### config.mk
export PLATFORM = sky130hd
export DESIGN_NAME = n_pipe_addsub
export DESIGN_NICKNAME = d
export VERILOG_FILES = /design/src/rtl/n_pipe_addsub.sv
export SDC_FILE = /design/constraint.sdc
export NUM_CORES = 1
export LEC_CHECK = 0
export CAP_MARGIN = 15
export CORE_MARGIN = 8
export CORE_UTILIZATION = 51
export CTS_BUF_LIST = sky130_fd_sc_hd__clkbuf_4
export DETAILED_ROUTE_END_ITERATION = 10
export GPL_TIMING_DRIVEN = 0
export PLACE_DENSITY = 0.86
export SLEW_MARGIN = 20
export SYNTH_ARGS = -nofsm -noshare
export SYNTH_HDL_FRONTEND = slang
export SYNTH_SLANG_ARGS = --single-unit
### constraint.sdc
create_clock -name clk -period 2.2 [get_ports clk]
set_input_delay 0.55 -clock clk [delete_from_list [all_inputs] [get_ports clk]]
set_output_delay 0.55 -clock clk [all_outputs]
set_load 0.005 [all_outputs]
### src/rtl/n_pipe_addsub.sv
// Pipelined add/subtract: the WIDTH-bit operation is cut into STAGES chunks, one chunk per
// stage, with the inter-chunk carry registered and a single global stall for the whole pipe.
module n_pipe_addsub #(
  parameter int unsigned WIDTH  = 16,
  parameter int unsigned STAGES = 4
) (
  input  logic             clk,
  input  logic             rst_n,
  input  logic             in_valid_i,
  output logic             in_ready_o,
  input  logic [WIDTH-1:0] in_1_i,
  input  logic [WIDTH-1:0] in_2_i,
  input  logic             carry_in_i,
  input  logic             sub_i,
  output logic             out_valid_o,
  input  logic             out_ready_i,
  output logic [WIDTH-1:0] sum_o,
  output logic             carry_out_o,
  output logic             overflow_o
);

  localparam int unsigned CHUNK = (STAGES == 0) ? WIDTH : WIDTH / STAGES;

  if ((STAGES == 0) || (WIDTH % STAGES != 0)) begin : g_bad_params
    $error("n_pipe_addsub: WIDTH must be a non-zero multiple of STAGES");
  end

  logic adv;

  assign adv        = out_ready_i | ~out_valid_o;
  assign in_ready_o = adv;

  for (genvar k = 0; k < STAGES; k++) begin : g_stage
    // Rem: operand bits still unresolved on entry to this stage.
    localparam int unsigned Rem = WIDTH - k * CHUNK;

    logic                   v_src;
    logic                   c_src;
    logic                   sub_src;
    logic [Rem-1:0]         a_src;
    logic [Rem-1:0]         b_src;
    logic [CHUNK-1:0]       b_eff;
    logic [CHUNK:0]         chunk_sum;
    logic [(k+1)*CHUNK-1:0] res_d;
    logic                   v_q;
    logic                   c_q;
    logic [(k+1)*CHUNK-1:0] res_q;

    if (k == 0) begin : g_first
      assign v_src   = in_valid_i;
      assign sub_src = sub_i;
      assign c_src   = sub_i | carry_in_i;
      assign a_src   = in_1_i;
      assign b_src   = in_2_i;
      assign res_d   = chunk_sum[CHUNK-1:0];
    end else begin : g_next
      assign v_src   = g_stage[k-1].v_q;
      assign sub_src = g_stage[k-1].g_fwd.sub_q;
      assign c_src   = g_stage[k-1].c_q;
      assign a_src   = g_stage[k-1].g_fwd.a_q;
      assign b_src   = g_stage[k-1].g_fwd.b_q;
      assign res_d   = {chunk_sum[CHUNK-1:0], g_stage[k-1].res_q};
    end

    assign b_eff     = sub_src ? ~b_src[CHUNK-1:0] : b_src[CHUNK-1:0];
    assign chunk_sum = {1'b0, a_src[CHUNK-1:0]} + {1'b0, b_eff} + {{CHUNK{1'b0}}, c_src};

    // Data registers load only for valid transactions so outputs hold across bubbles.
    always_ff @(posedge clk or negedge rst_n) begin
      if (!rst_n) begin
        v_q   <= 1'b0;
        c_q   <= 1'b0;
        res_q <= '0;
      end else if (adv) begin
        v_q <= v_src;
        if (v_src) begin
          c_q   <= chunk_sum[CHUNK];
          res_q <= res_d;
        end
      end
    end

    if (k < STAGES - 1) begin : g_fwd
      logic [Rem-CHUNK-1:0] a_q;
      logic [Rem-CHUNK-1:0] b_q;
      logic                 sub_q;

      always_ff @(posedge clk or negedge rst_n) begin
        if (!rst_n) begin
          a_q   <= '0;
          b_q   <= '0;
          sub_q <= 1'b0;
        end else if (adv && v_src) begin
          a_q   <= a_src[Rem-1:CHUNK];
          b_q   <= b_src[Rem-1:CHUNK];
          sub_q <= sub_src;
        end
      end
    end else begin : g_last
      logic c_msb;
      logic ovf_q;

      // Carry into the MSB recovered from the MSB sum bit and its two addend bits.
      assign c_msb = chunk_sum[CHUNK-1] ^ a_src[CHUNK-1] ^ b_eff[CHUNK-1];

      always_ff @(posedge clk or negedge rst_n) begin
        if (!rst_n) begin
          ovf_q <= 1'b0;
        end else if (adv && v_src) begin
          ovf_q <= c_msb ^ chunk_sum[CHUNK];
        end
      end

      assign out_valid_o = v_q;
      assign sum_o       = res_q;
      assign carry_out_o = c_q;
      assign overflow_o  = ovf_q;
    end
  end

endmodule

==> impl_results.md <==
- Status: completed
- Critical setup path kind: reg2reg
- Detailed Place HPWL: between 6000 and 7000 um
- Worst Path Arrival: about 2.5 ns
- Largest area contributor in the synthesized netlist: dfrtp_1
- Core box area: ~8600 um^2
- Die area: 11,840 um^2
- ANT cells: 0
- Synth Cell Area: ~4400 um^2
- Syn nets: roughly 370
- Final Core Density: 62.12%
- Static leakage: around 2.4 nW
- Vias post-DR: 2,534
- Die Y: about 110 um
- Vias per Instance: 5.140
- Max-cap violations: 0
- H-tree levels: 3
- HP Class: in2reg
- Count of different cell masters after synthesis: 26
- Placed Instance Area: 5139 um^2
- Clock Pin Slew Worst Setup and Hold Paths: 0.16 ns
- CP cell instances: buf_6 -> xnor2_2 -> fa_2 -> fa_2 -> inv_2 -> a21o_1 -> a21oi_2 -> xnor3_1 -> mux2_2
- Sink Count: 100
- Synth top area cells: dfrtp_1 (57%), mux2_2 (12%), mux2_1 (9.0%), xor2_1 (3.8%), ha_1 (3.7%)
- Clk buf depth: 2
- Crit start category: flip-flop
- Final setup viols: 0
- Final WL: about 7700 um
- Worst-Margin Slew: about 0.37 ns
- Fmax: 0.4605 GHz
- TritonCTS clock tree: done
- DRT Pass-1 Iters: 4
- Buffers on Ports: 56
- Max VDD drop: 596.1 uV
- Antenna violations before repair: 0
- Global-route wire length before repair: roughly 13,000 um
- Setup WS pre-CTS: -0.2545 ns
- Crit-path most repeated cell: fa_2
- Final Skew: approximately 0.022 ns
- CTS Buf Count: 9
- Max_slew headroom: roughly three quarters
- I/O Pins: between 50 and 60
- Delay-heaviest family, CP: adder cells
- Cell Rows: 34
- Initial DRC Count: 52
- Power density over the cells: between 1000 and 1500 nW/um^2
- Peak per-stage delay on the critical path: ~0.40 ns
- Slowest CP cell: dfrtp_1
- Post-DR wirelength/cell: between 15 and 20 um
- Power Total: ~7.9 mW
- Clk Latency, worst-skew pair: about 0.45 ns
- Starting density of the core: 51.36%
- Die X: about 110 um
- Buf/Inv on CP: 2
- Pin count of the biggest net entering global routing: 63
- Synth warn: 0
- Crit end category: flip-flop
- CP max FO: 5
- Final instance area: ~5300 um^2
- Final min period: approximately 2.2 ns
- ANT nets after route: 0
- DRC viols: 0
- Syn Inst Count: approximately 310
- Area growth, synth to finish: 20.94%
- Tcrit/Tclk final: a little over nine tenths
- Number of synthesized register bits: 100
- Root Driver: clkbuf_4
- Fraction of layout cells with a size suffix above 1: between 20% and 30%
- Syn Area/Cell: 14.26 um^2
- Final hold vios: 0
- Yosys top cell area share: 56.98%
- All-Layer GR Usage: 14.01%
- Fin nets: approximately 440
- Required time worst endpoint: roughly 2.6 ns
- Hold WS: a little under 0.5 ns
- Post-synthesis sequential area ratio: 56.98%
- Total gr overflow: 0
- Final worst setup slack: approximately 0.028 ns
- Slew Limit Fails: 0
- Vias in the first global route: ~2.7k
- RSZ-0062 raised after global routing: yes
- Gp weighted congestion: around 0.74
==> cell usage after synthesis, drive strengths merged <==
| cell | number |
|---|---|
| mux2 | 82 |
| and2b | 1 |
| dfrtp | 100 |
| a21oi | 8 |
| buf | 11 |
| or2 | 1 |
| ha | 13 |
| a211oi | 2 |
| fa | 8 |
| nand2 | 23 |
| o21ai | 13 |
| xnor3 | 1 |
| xnor2 | 5 |
| inv | 9 |
| xor2 | 20 |
| a21o | 7 |
| clkbuf | 3 |
| nand2b | 1 |
==> layer usage <==
metal  global-route usage [%]  routed length [um]
met4                    5.083                 131
met3                    3.369                 373
met2                    23.93                3921
met5                        0                   0
met1                    16.93                3275
==> worst reg2reg max path, delay by kind of cell, from the launching register on <==
kind	cells	cell delay, ns
fa+ha+maj	2	0.73
flops	1	0.40
xor+xnor	2	0.31
mux	1	0.26
buf+inv	2	0.20
compound gates	2	0.18
==> final timing paths <==
check,cells after the start,slack (ns),end,startpoint
min reg2reg,2,0.50,sum_o[13]$_DFFE_PN0P_,sum_o[13]$_DFFE_PN0P_
max in group asynchronous,3,1.05,sum_o[1]$_DFFE_PN0P_,rst_n
min,2,0.49,g_stage[0].g_fwd.sub_q$_DFFE_PN0P_,sub_i
max,9,0.03,overflow_o$_DFFE_PN0P_,g_stage[2].g_fwd.sub_q$_DFFE_PN0P_
max reg2reg,9,0.03,overflow_o$_DFFE_PN0P_,g_stage[2].g_fwd.sub_q$_DFFE_PN0P_
min in group asynchronous,2,0.56,g_stage[2].g_fwd.b_q[2]$_DFFE_PN0P_,rst_n
==> flip-flops by register name (all words and copies together) (netlist names) <==
signal and count:
g_stage.g_fwd.a_q 24, carry_out_o 1, out_valid_o 1, g_stage.c_q 3, g_stage.g_fwd.b_q 24, g_stage.res_q 24, overflow_o 1, sum_o 16
g_stage.g_fwd.sub_q 3, g_stage.v_q 3
==> cell families after synthesis <==
logic type	synth area share, %
buffers and inverters	2.336
AOI/OAI and AO/OA	4.103
adders and majority gates	7.350
xor gates and xnor gates	5.670
muxes	21.03
and+or+nand+nor	2.536
DFF	56.98
==> final cells by class <==
| class | count | area (um^2) |
|---|---|---|
| clock inverter | 5 | 37.54 |
| multi-input combinational | 185 | 1817 |
| buffer | 12 | 66.31 |
| tap | 108 | 135.1 |
| clock buffer | 11 | 82.58 |
| inverter | 9 | 33.78 |
| timing repair buffer | 63 | 635.6 |
| sequential | 100 | 2504 |
| fill | 637 | 3239 |
==> stage by stage <==
stage	TNS, ns	cells
floorplan	0	308
global placement	-298.15	472
detailed placement	-6.989	473
CTS	0	493
global route	-0.05498	493
finish	0	493
==> report_power, final <==
part	switching (mW)	internal, mW
registers	0.486	2.67
clock network	0.586	0.263
logic	1.66	2.21
total	2.73	5.15
==> timing repair <==
item / 4_1_cts / 5_1_grt
resized for setup: 4 / 2
hold buffers: 1 / 0
gates cloned: 0 / 0
setup buffers: 4 / 1
endpoints found under the hold margin: 37 / 0
setup endpoints to repair: 3 / 3
pin swaps: 3 / 0
==> cell usage in the layout (no fill, tap or decap), drive strengths merged, types with 5 or more instances in the layout <==
| cell | instances |
|---|---|
| clkdlybuf4s50 | 54 |
| buf | 18 |
| mux2 | 82 |
| a21oi | 8 |
| xor2 | 20 |
| o21ai | 13 |
| inv | 10 |
| ha | 13 |
| nand2 | 23 |
| clkbuf | 12 |
| a21o | 7 |
| fa | 8 |
| xnor2 | 5 |
| dfrtp | 100 |
Power figures use the tool's default switching activity.
